### src/rtl/debug_pkg.sv
// debug_pkg: FSM encoding and byte geometry shared across the debug unit
package debug_pkg;
  localparam int BYTE_W = 8;
  localparam int TAM_DATA_DEF = 32;
  localparam int BYTES_PER_WORD = TAM_DATA_DEF / BYTE_W;
  typedef logic [2:0] state_t;
  localparam state_t S_IDLE     = 3'd0;
  localparam state_t S_SET_ADDR = 3'd1;
  localparam state_t S_WAIT_RD  = 3'd2;
  localparam state_t S_LATCH    = 3'd3;
  localparam state_t S_SEND     = 3'd4;
  localparam state_t S_WAIT_TX  = 3'd5;
  localparam state_t S_NEXT     = 3'd6;
  localparam state_t S_FINISH   = 3'd7;
  function automatic int bytes_per(input int w);
    return w / BYTE_W;
  endfunction
endpackage

### src/rtl/word_serializer.sv
// word_serializer: holds one memory word and presents it a byte at a time, MSB first
module word_serializer
  import debug_pkg::*;
#(
  parameter int TAM_DATA = 32,
  localparam int BPW = bytes_per(TAM_DATA),
  localparam int BW = BPW > 1 ? $clog2(BPW) : 1
) (
  input  logic                i_clk,
  input  logic                i_reset,
  input  logic                i_load,
  input  logic                i_shift,
  input  logic [TAM_DATA-1:0] i_data,
  input  logic [BW-1:0]       i_idx,
  output logic [BYTE_W-1:0]   o_byte,
  output logic                o_last
);
  logic [TAM_DATA-1:0] shreg;
  always_ff @(posedge i_clk or negedge i_reset)
    if (!i_reset) shreg <= '0;
    else if (i_load) shreg <= i_data;
    else if (i_shift) shreg <= shreg << BYTE_W;
  assign o_byte = shreg[TAM_DATA-1 -: BYTE_W];
  assign o_last = i_idx == BW'(BPW - 1);
endmodule

### src/rtl/debug_mem_dumper.sv
// debug_mem_dumper: walks the data-memory debug pointer and streams every word to uart_tx,
// MSB first, over a start/done byte handshake
module debug_mem_dumper
  import debug_pkg::*;
#(
  parameter int TAM_DATA   = 32,
  parameter int NUM_DIREC  = 7,
  parameter int NUM_WORDS  = 128,
  parameter int RD_LATENCY = 1
) (
  input  logic                 i_clk,
  input  logic                 i_reset,
  input  logic                 i_start,
  input  logic [TAM_DATA-1:0]  i_mem_data,
  input  logic                 i_tx_done,
  output logic [NUM_DIREC-1:0] o_mem_pointer,
  output logic [BYTE_W-1:0]    o_tx_data,
  output logic                 o_tx_start,
  output logic                 o_busy,
  output logic                 o_done
);
  localparam int BPW = bytes_per(TAM_DATA);
  localparam int BW = BPW > 1 ? $clog2(BPW) : 1;
  localparam int WW = $clog2(NUM_WORDS) + 1;
  localparam int LW = 2;
  state_t state, state_n;
  logic [WW-1:0] wcnt, wcnt_n;
  logic [BW-1:0] bcnt, bcnt_n;
  logic [LW-1:0] lcnt, lcnt_n;
  logic [NUM_DIREC-1:0] ptr_n;
  logic [BYTE_W-1:0] tx_data_n, cur_byte;
  logic tx_start_n, busy_n, done_n, ack, last;
  // a done arriving while o_tx_start is still high belongs to no byte yet
  assign ack = state == S_WAIT_TX && i_tx_done && !o_tx_start;
  word_serializer #(.TAM_DATA(TAM_DATA)) u_ser (
    .i_clk   (i_clk),
    .i_reset (i_reset),
    .i_load  (state == S_LATCH),
    .i_shift (ack),
    .i_data  (i_mem_data),
    .i_idx   (bcnt),
    .o_byte  (cur_byte),
    .o_last  (last)
  );
  always_ff @(posedge i_clk or negedge i_reset)
    if (!i_reset) begin
      state         <= S_IDLE;
      wcnt          <= '0;
      bcnt          <= '0;
      lcnt          <= '0;
      o_mem_pointer <= '0;
      o_tx_data     <= '0;
      o_tx_start    <= 1'b0;
      o_busy        <= 1'b0;
      o_done        <= 1'b0;
    end else begin
      state         <= state_n;
      wcnt          <= wcnt_n;
      bcnt          <= bcnt_n;
      lcnt          <= lcnt_n;
      o_mem_pointer <= ptr_n;
      o_tx_data     <= tx_data_n;
      o_tx_start    <= tx_start_n;
      o_busy        <= busy_n;
      o_done        <= done_n;
    end
  always_comb begin
    state_n = state;
    case (state)
      S_IDLE:     state_n = i_start ? S_SET_ADDR : S_IDLE;
      S_SET_ADDR: state_n = RD_LATENCY == 0 ? S_LATCH : S_WAIT_RD;
      S_WAIT_RD:  state_n = lcnt == LW'(RD_LATENCY == 0 ? 0 : RD_LATENCY - 1) ? S_LATCH : S_WAIT_RD;
      S_LATCH:    state_n = S_SEND;
      S_SEND:     state_n = S_WAIT_TX;
      S_WAIT_TX:  state_n = !ack ? S_WAIT_TX : last ? S_NEXT : S_SEND;
      S_NEXT:     state_n = wcnt == WW'(NUM_WORDS - 1) ? S_FINISH : S_SET_ADDR;
      S_FINISH:   state_n = S_IDLE;
      default:    state_n = S_IDLE;
    endcase
  end
  // next values for every register, so all outputs leave through flops
  always_comb begin
    wcnt_n     = state == S_IDLE && i_start ? '0 :
                 state == S_NEXT && state_n == S_SET_ADDR ? wcnt + 1'b1 : wcnt;
    lcnt_n     = state == S_WAIT_RD ? lcnt + 1'b1 : '0;
    bcnt_n     = state == S_LATCH ? '0 : ack ? bcnt + 1'b1 : bcnt;
    ptr_n      = state == S_SET_ADDR ? NUM_DIREC'(wcnt) : state == S_FINISH ? '0 : o_mem_pointer;
    tx_data_n  = state == S_SEND ? cur_byte : o_tx_data;
    tx_start_n = state == S_SEND;
    busy_n     = state == S_IDLE && i_start ? 1'b1 : state == S_FINISH ? 1'b0 : o_busy;
    done_n     = state == S_FINISH;
  end
endmodule

### config.mk
export PLATFORM = sky130hd
export DESIGN_NAME = debug_mem_dumper
export DESIGN_NICKNAME = d
export VERILOG_FILES = /design/src/rtl/debug_pkg.sv /design/src/rtl/word_serializer.sv /design/src/rtl/debug_mem_dumper.sv
export SDC_FILE = /design/constraint.sdc
export NUM_CORES = 1
export LEC_CHECK = 0
export ABC_CLOCK_PERIOD_IN_PS = 3370
export BUFFER_PORTS_ARGS = -buffer_cell sky130_fd_sc_hd__buf_2
export CAP_MARGIN = 15
export CORE_MARGIN = 2
export CORE_UTILIZATION = 50
export DETAILED_ROUTE_END_ITERATION = 12
export PLACE_DENSITY = 0.82
export SYNTH_ARGS = -nofsm -noshare
export SYNTH_HDL_FRONTEND = slang
export SYNTH_SLANG_ARGS = --single-unit
### constraint.sdc
create_clock -name i_clk -period 3.37 [get_ports i_clk]
set_clock_uncertainty 0.05 [all_clocks]
set_input_delay 0.337 -clock i_clk [delete_from_list [all_inputs] [get_ports i_clk]]
set_output_delay 0.337 -clock i_clk [all_outputs]
set_load 0.005 [all_outputs]
==> results of run 1 <==
[metrics by stage]
stage | utilization (%) | cells | hold slack, ns | worst slack [ns]
4_1_cts | 61.6 | 404 | 0.152 | 1.06
5_1_grt | 61.6 | 404 | 0.154 | 0.834
3_5_place_dp | 57.6 | 387 | 0.263 | 1.06
6_report | 61.6 | 404 | 0.167 | 1.03
2_1_floorplan | - | 274 | -0.00859 | 1.79
3_3_place_gp | 57.6 | 387 | 0.249 | 1.17
[power breakdown]
part	internal [mW]	switching, mW
combinational	0.366	0.424
sequential	1.08	0.232
clock	0.413	0.289
total	1.86	0.945
[Yosys cell counts, types with 2 or more instances]
master	instances
dfrtp_1	65
nand2_1	56
mux2i_1	27
o21ai_0	24
o21ai_1	21
mux2_2	8
a22oi_1	7
nor2_1	7
buf_2	6
a21oi_1	5
buf_4	4
clkbuf_1	4
inv_1	4
ha_1	3
nor3_1	3
buf_6	2
nand2b_1	2
nor2b_1	2
nor4b_1	2
o211ai_1	2
o31ai_1	2
xor2_1	2
[placed cells by master, fill, tap and decap left out, types with 2 or more instances in the layout]
cell / instances
dfrtp_1: 65
nand2_1: 56
buf_2: 53
mux2i_1: 27
o21ai_0: 24
o21ai_1: 21
clkbuf_8: 9
mux2_2: 8
nor2_1: 7
a22oi_1: 7
a21oi_1: 5
inv_1: 4
buf_4: 4
nor3_1: 3
ha_1: 3
clkinv_2: 3
nor2b_1: 2
nand2b_1: 2
nor4b_1: 2
o211ai_1: 2
o31ai_1: 2
xor2_1: 2
bufinv_16: 2
[worst max-delay path by stage]
stage / startpoint / end / slack (ns) / depth (start not counted)
after detailed placement: state[2]$_DFF_PN0_ / u_ser.shreg[11]$_DFFE_PN0P_ / 1.06 / 4
after global routing: state[2]$_DFF_PN0_ / u_ser.shreg[7]$_DFFE_PN0P_ / 0.83 / 5
final: state[2]$_DFF_PN0_ / u_ser.shreg[11]$_DFFE_PN0P_ / 1.03 / 4
after floorplan: wcnt[0]$_DFFE_PN0P_ / wcnt[5]$_DFFE_PN0P_ / 1.79 / 5
after global placement: state[2]$_DFF_PN0_ / u_ser.shreg[11]$_DFFE_PN0P_ / 1.17 / 4
after CTS: state[2]$_DFF_PN0_ / u_ser.shreg[11]$_DFFE_PN0P_ / 1.06 / 4
[routing by layer]
| metal | vias up | wire length, um | GRT usage, % |
|---|---|---|---|
| met4 | 0 | 116 | 9.83 |
| met2 | 43 | 2670 | 28.8 |
| li1 | 1058 | - | - |
| met3 | 13 | 181 | 3.93 |
| met5 | - | 0 | 0 |
| met1 | 1029 | 2740 | 27.0 |
[timing repair]
item,CTS,global route
buffers inserted,0,0
hold endpoints to repair,20,0
hold buffers,1,0
[tightest hold or removal path, cell delays in order]
cell and delay, ns:
buf_2 0.08, nand2_1 0.04, o21ai_1 0.06
[final cells by class]
cell class / instances / share of cell area [%]
inverters: 4 / 0.437
flip-flops and latches: 65 / 47.4
repair buffers: 58 / 8.90
multi-input cells: 189 / 34.5
clock buffers: 10 / 3.72
well taps: 72 / 2.62
clock inverters: 6 / 2.41
[cells by family (layout without fill, tap and decap cells)]
group	Yosys count	count (layout)	share of synthesized area (%)
compound gates	64	64	12.6
xor+xnor	3	3	0.899
fa+ha+maj	3	3	1.28
buf+inv	20	78	3.85
flops	65	65	55.7
mux	35	35	12.3
simple gates	84	84	13.4
[flip-flops by register name, indices dropped and copies added (netlist names)]
| name | count |
|---|---|
| o_tx_start | 1 |
| state | 3 |
| wcnt | 8 |
| o_mem_pointer | 7 |
| o_done | 1 |
| o_busy | 1 |
| o_tx_data | 8 |
| u_ser.shreg | 32 |
| lcnt | 2 |
| bcnt | 2 |
==> impl_metrics.toml, run 1 <==
[outcome]
outcome = "complete, no violations"

[sta]
rsz0062_at_grt = "no"
fmax_mhz = 427
worstMarginPinSlew_ns = 0.981
hold_violations = 0
finalCritPeriodShare_pct = 69.5
slew_violations = 0
setup_violations = 0
slew_headroom_pct = 33.7
timing.setup.tns_ns = 0
min_period_ns = 2.34

[clocking]
ctsLongestPathBuffers = 2
path_clk_slew_ns = 0.07
htreeDepth = 3
cts_sinks = 65
cts_resized = 0
clk_latency_ns = 0.32
numCtsBuffers = 9
tritoncts = "done"
cts_root_buffer = "clkbuf_8"

[worst_setup_path]
rr_endpoint = "u_ser.shreg[11]$_DFFE_PN0P_"
crit_path_cell_trace = "nor2b_1 -> and2_2 -> buf_4 -> o21ai_0"
crit_path_end_kind = "flop"
max_stage_delay_ns = 0.59
crit_required_ns = 3.52
critPathBufInv = 1
crit_family = "simple AND/OR/NAND/NOR gates"
critical_path_class = "flop to flop"
critPathArrivalTime_ns = 2.49
cp_max_fo = 40
slowest_stage = "dfrtp_1"
ff2ff_path_depth = 4
crit_path_start_kind = "flop"
r2r-start = "state[2]$_DFF_PN0_"
r2r_setup_slack_ns = 1.03

[synth]
synthesis.nets = 313
synth_area_leaders = "dfrtp_1, mux2i_1, nand2_1"
synth_edf_count = 0
yosysTopAreaCell = "dfrtp_1"
yosysUniqueCellTypes = 38
yosysWarningCount = 0
yosysSeqAreaShare_pct = 55.7
yosysTopAreaCellShare_pct = 55.7
ys.flop_type = "dfrtp_1"
avgSynthCellArea_um2 = 10.7
ys_seq_elements = 65
synth_area_mm2 = 0.00292
synthArstFlopShare_pct = 100
syn_inst = 274

[place]
place_area_mm2 = 0.00321
place.gp.congestion = 0.798
post-dp-hpwl_um = 3960
io_buffers = 53

[worst_hold_path]
min_to = "u_ser.shreg[27]$_DFFE_PN0P_"
holdPathStages = 3
min_path_type = "primary input to flop"
hp-start = "i_mem_data[27]"

[floorplanning]
die_h_um = 80.5
die_area_mm2 = 0.00647
die_w_um = 80.5
ios = 54
coreArea_mm2 = 0.00557
fp-row-count = 27
initial_core_util_pct = 52.4

[cells_and_area]
fin_nets = 366
register_area_mm2 = 0.00163
final_area_mm2 = 0.00343
multi_input_area_mm2 = 0.00118
syn2layout_area_growth_pct = 17.4
fillerInstances = 463
antenna_cells = 0
drive_above_1_share_pct = 25.9

[route]
drt-wirelength-per-cell_um = 14.1
vias = 2143
wl_um = 5710
drcViolationCount = 0
drtIter0Drc = 152
drtAntennaViolNets = 0
viasPerCell = 5.30
drt_pass1_iterations = 4

[global_routing]
antenna_found_initial = 0
grt_pass1_vias = 2053
grt_overflow_total = 0
grt_pass1_wl_um = 9560
grt_usage_pct = 19.4
grt_max_degree = 46

[power]
total_power_mw = 2.80
leakage_nw = 1.53
ir_drop_mv = 0.406
p_per_area_mw_per_mm2 = 817

[flow_run]
drv_cap = 0
No activity file was read; power rests on OpenSTA's default activity.
==> run 2: changes to the inputs <==
- ABC_CLOCK_PERIOD_IN_PS: 3370 -> 2200
- clock period: 3.37 -> 2.2 ns (I/O delays scaled with it)
==> run 2 against run 1 <==
Critical path depth stayed put; final area is 0.84% higher; total power is 50% higher; fmax is 27% higher; non-clock buffer count is 3 higher; worst setup slack worse by 0.67 ns; hold slack worse by 0.13 ns; core utilization is 0.52 points higher; critical path type unchanged.
==> impl_metrics.toml, run 2 (synthesis gave the netlist of run 1 again) <==
[worst_setup_path]
cp_max_fo = 19
rr_endpoint = "wcnt[5]$_DFFE_PN0P_"
slowest_stage = "dfrtp_1"
critPathArrivalTime_ns = 2.05
r2r_setup_slack_ns = 0.36
critical_path_class = "flop to flop"
crit_path_start_kind = "flop"
crit_path_end_kind = "flop"
crit_required_ns = 2.41
critPathBufInv = 0
max_stage_delay_ns = 0.72
crit_family = "simple AND/OR/NAND/NOR gates"
ff2ff_path_depth = 4
crit_path_cell_trace = "and3b_2 -> o211ai_4 -> or3_1 -> a21oi_1"
r2r-start = "state[1]$_DFF_PN0_"

[global_routing]
grt_max_degree = 59
grt_usage_pct = 20.3
grt_pass1_vias = 2197
antenna_found_initial = 0
grt_overflow_total = 0
grt_pass1_wl_um = 10000

[cells_and_area]
register_area_mm2 = 0.00163
syn2layout_area_growth_pct = 18.4
drive_above_1_share_pct = 26.9
antenna_cells = 0
final_common_cell = "dfrtp_1"
final_cell_mix = "dfrtp_1, nand2_1, buf_2"
largest_reg_flops = 32
fillerInstances = 469
regMostFlops = "u_ser.shreg"
multi_input_area_mm2 = 0.00118
top_regs = "u_ser.shreg x32, o_tx_data x8, wcnt x8"
fin_nets = 369

[sta]
timing.setup.tns_ns = 0
whs_ns = 0.0367
hold_violations = 0
setup_violations = 0
slew_headroom_pct = 60.8
rsz0062_at_grt = "no"
fmax_mhz = 542
min_period_ns = 1.84
finalCritPeriodShare_pct = 83.8
worstMarginPinSlew_ns = 0.588
slew_violations = 0

[flow_run]
drv_cap = 0

[floorplanning]
die_h_um = 80.5
ios = 54
initial_core_util_pct = 52.4
fp-row-count = 27
coreArea_mm2 = 0.00557
die_area_mm2 = 0.00647
die_w_um = 80.5

[clocking]
numCtsBuffers = 9
cts_hold_buffers = 1
clk_latency_ns = 0.33
tritoncts = "done"
ctsLongestPathBuffers = 2
path_clk_slew_ns = 0.08
cts_resized = 0
cts_root_buffer = "clkbuf_8"
cts_sinks = 65
cts_setup_buffers = 0
htreeDepth = 3

[route]
wl_um = 6000
drtIter0Drc = 150
drcViolationCount = 0
drtAntennaViolNets = 0
vias = 2193
drt-wirelength-per-cell_um = 14.7
drt_pass1_iterations = 4
viasPerCell = 5.39

[place]
io_buffers = 53
post-dp-hpwl_um = 4050
place.gp.congestion = 0.782

[power]
p_per_area_mw_per_mm2 = 1220
ir_drop_mv = 0.612
leakage_nw = 1.54

[worst_hold_path]
min_path_type = "primary input to flop"
min_to = "u_ser.shreg[26]$_DFFE_PN0P_"
hp-start = "i_mem_data[26]"
holdPathStages = 3

[outcome]
outcome = "complete, no violations"
==> run 2: area by class of cell <==
type | count | area share, %
timing repair buffer | 61 | 10.6
inverter | 4 | 0.434
tap | 72 | 2.60
clock inverter | 7 | 1.59
sequential | 65 | 47.0
clock buffer | 9 | 3.58
multi-input combinational | 189 | 34.2
==> run 2: how the worst max path moves through the flow <==
stage                     cells after the start                 from  slack [ns]                           end
after CTS                                     4   state[1]$_DFF_PN0_        0.38           wcnt[5]$_DFFE_PN0P_
final                                         4   state[1]$_DFF_PN0_        0.36           wcnt[5]$_DFFE_PN0P_
after detailed placement                      4   state[1]$_DFF_PN0_        0.42           wcnt[5]$_DFFE_PN0P_
after floorplan                               5  wcnt[0]$_DFFE_PN0P_        0.62           wcnt[5]$_DFFE_PN0P_
after global placement                        3   state[1]$_DFF_PN0_        0.48           wcnt[4]$_DFFE_PN0P_
after global routing                          4   state[1]$_DFF_PN0_        0.24  o_mem_pointer[1]$_DFFE_PN0P_
==> run 2: through the flow <==
stage	power, mW	setup WS, ns	utilization, %	std cells	instance area (um2)
6_report	4.21	0.356	62.1	407	3460
2_1_floorplan	2.87	0.624	-	274	2920
3_3_place_gp	3.24	0.481	58.7	390	3270
3_5_place_dp	3.34	0.417	58.7	390	3270
5_1_grt	4.50	0.239	62.1	407	3460
4_1_cts	4.24	0.378	62.1	407	3460
==> run 2: routing by layer <==
metal,up-vias,global-route usage (%),share of wire (%)
li1,1066,-,-
met3,11,3.48,3.5
met5,-,0,0
met2,48,32.4,48
met4,0,9.32,2.0
met1,1068,27.1,46
==> run 2: worst reg2reg max path: stages, from the launching register on <==
cell	delay, ns
dfrtp_1	0.72
and3b_2	0.36
o211ai_4	0.12
or3_1	0.38
a21oi_1	0.15
==> run 2: report_power, final <==
part / switching, mW / internal [mW] / leakage [nW]
clock: 0.481 / 0.415 / 0.0858
sequential: 0.347 / 1.65 / 0.838
combinational: 0.696 / 0.616 / 0.617
total: 1.52 / 2.68 / 1.54
==> run 3: changes to the inputs <==
- ABC_CLOCK_PERIOD_IN_PS: 2200 -> 1800
- clock period: 2.2 -> 1.8 ns (I/O delays scaled with it)
==> run 3 against run 2 <==
Hold slack got worse by 0.034 ns; critical endpoint unchanged; clock-buffer cell count rose by 2; sequential share of layout area fell by 1.8 points.
==> impl_metrics.toml, run 3 (synthesis gave the netlist of run 1 again) <==
[outcome]
outcome = "complete, no violations"

[worst_setup_path]
crit_path_end_kind = "flop"
crit_path_cell_trace = "ha_1 -> nand3_1 -> o211ai_4 -> or3_1 -> a21oi_1"
ff2ff_path_depth = 5
cp_max_fo = 7
r2r-start = "wcnt[0]$_DFFE_PN0P_"
r2r_setup_slack_ns = 0.08
max_stage_delay_ns = 0.42
crit_path_start_kind = "flop"
critical_path_class = "flop to flop"
critPathArrivalTime_ns = 1.92
slowest_stage = "dfrtp_1"
crit_required_ns = 2.00
rr_endpoint = "wcnt[5]$_DFFE_PN0P_"

[route]
drt-wirelength-per-cell_um = 14.4
vias = 2203
drcViolationCount = 0
wl_um = 6010
drtAntennaViolNets = 0
drtIter0Drc = 164
drt_pass1_iterations = 4
viasPerCell = 5.27

[cells_and_area]
final_cell_mix = "dfrtp_1, nand2_1, buf_2"
fillerInstances = 451
antenna_cells = 0
fin_nets = 382
drive_above_1_share_pct = 26.6
final_common_cell = "dfrtp_1"
top_regs = "u_ser.shreg x32, o_tx_data x8, wcnt x8"
finish.utilization_pct = 64.5
largest_reg_flops = 32
syn2layout_area_growth_pct = 23.0
regMostFlops = "u_ser.shreg"

[floorplanning]
die_h_um = 80.5
initial_core_util_pct = 52.4
coreArea_mm2 = 0.00557
die_area_mm2 = 0.00647
die_w_um = 80.5
fp-row-count = 27
ios = 54

[global_routing]
busiest_layer = "met2"
grt_usage_pct = 20.3
antenna_found_initial = 0
grt_max_degree = 59
grt_pass1_wl_um = 9890
grt_overflow_total = 0
grt_pass1_vias = 2149
grtUsageMet1_pct = 26.4
grt_use_met2_pct = 32.5
grtUsageMet3_pct = 3.93

[clocking]
cts_setup_buffers = 0
tritoncts = "done"
clk_latency_ns = 0.33
cts_root_buffer = "clkbuf_8"
htreeDepth = 3
ctsLongestPathBuffers = 2
numCtsBuffers = 9
cts_sinks = 65
path_clk_slew_ns = 0.07

[place]
dp_slack_ns = 0.0992
place.gp.congestion = 0.834
post-dp-hpwl_um = 4120
io_buffers = 53

[sta]
rsz0062_at_grt = "yes"
worstMarginPinSlew_ns = 0.492
whs_ns = 0.00293
hold_violations = 0
setup_ws_ns = 0.0758
setup_violations = 0
fmax_mhz = 580
finalCritPeriodShare_pct = 95.8
slew_headroom_pct = 67.0
min_period_ns = 1.72
slew_violations = 0

[power]
leakage_nw = 1.61
p_per_area_mw_per_mm2 = 1500
ir_drop_mv = 0.605

[worst_hold_path]
min_to = "u_ser.shreg[9]$_DFFE_PN0P_"
hp-start = "i_mem_data[9]"
min_path_type = "primary input to flop"
holdPathStages = 3

[flow_run]
drv_cap = 0
## run 3: cell count changes in the layout (fill, tap and decap cells not counted)
cell / change
dlygate4sd3_1: +7
inv_6: -1
clkbuf_1: +2
clkinv_2: -1
clkinv_4: -3
clkinvlp_4: -1
buf_4: +6
bufinv_16: +2
## run 3: layout make-up
| class | count | area [um2] | area share [%] |
|---|---|---|---|
| clock buffer | 11 | 131 | 3.65 |
| clock inverter | 3 | 67.6 | 1.88 |
| inverter | 4 | 15.0 | 0.418 |
| multi-input combinational | 189 | 1180 | 33.0 |
| sequential | 65 | 1630 | 45.2 |
| tap | 72 | 90.1 | 2.51 |
| timing repair buffer | 74 | 480 | 13.4 |
## run 3: worst max-delay path, delay by kind of cell, from the launching register on
| kind | cells | cell delay [ns] |
|---|---|---|
| and+or+nand+nor | 2 | 0.63 |
| adders and majority gates | 1 | 0.25 |
| DFF | 1 | 0.42 |
| AOI/OAI and AO/OA | 2 | 0.30 |
## run 3: worst max path at each step
stage                        startpoint                  end  cells after the start
finish              wcnt[0]$_DFFE_PN0P_  wcnt[5]$_DFFE_PN0P_                      5
global route        wcnt[0]$_DFFE_PN0P_  wcnt[2]$_DFFE_PN0P_                      5
detailed placement  wcnt[0]$_DFFE_PN0P_  wcnt[5]$_DFFE_PN0P_                      5
global placement    wcnt[0]$_DFFE_PN0P_  wcnt[5]$_DFFE_PN0P_                      5
floorplan           wcnt[0]$_DFFE_PN0P_  wcnt[5]$_DFFE_PN0P_                      5
CTS                 wcnt[0]$_DFFE_PN0P_  wcnt[5]$_DFFE_PN0P_                      5
## run 3: where the power goes
part / internal, mW / switching (mW) / leakage [nW]
Sequential: 2.02 / 0.362 / 0.838
Clock: 0.766 / 0.503 / 0.0955
Combinational: 0.812 / 0.920 / 0.677
## run 3: repair_timing
action | 4_1_cts | 5_1_grt
endpoints found under the hold margin | 26 | 0
hold buffers | 8 | 0
gates resized for setup | 0 | 0
endpoints found under the setup margin | 0 | 4
## run 3: per-stage QoR
step | TNS, ns | total power, mW | cells | area (um2)
finish | 0 | 5.39 | 418 | 3600
global route | -0.0564 | 5.77 | 418 | 3600
CTS | 0 | 5.42 | 418 | 3600
detailed placement | 0 | 4.12 | 396 | 3320
global placement | 0 | 4.03 | 396 | 3320
floorplan | 0 | 3.51 | 274 | 2920
## run 3: layer usage
metal | routed length [um] | share of wire, %
met4 | 113 | 1.9
met5 | 0 | 0
met2 | 2910 | 48
met1 | 2750 | 46
met3 | 240 | 4.0
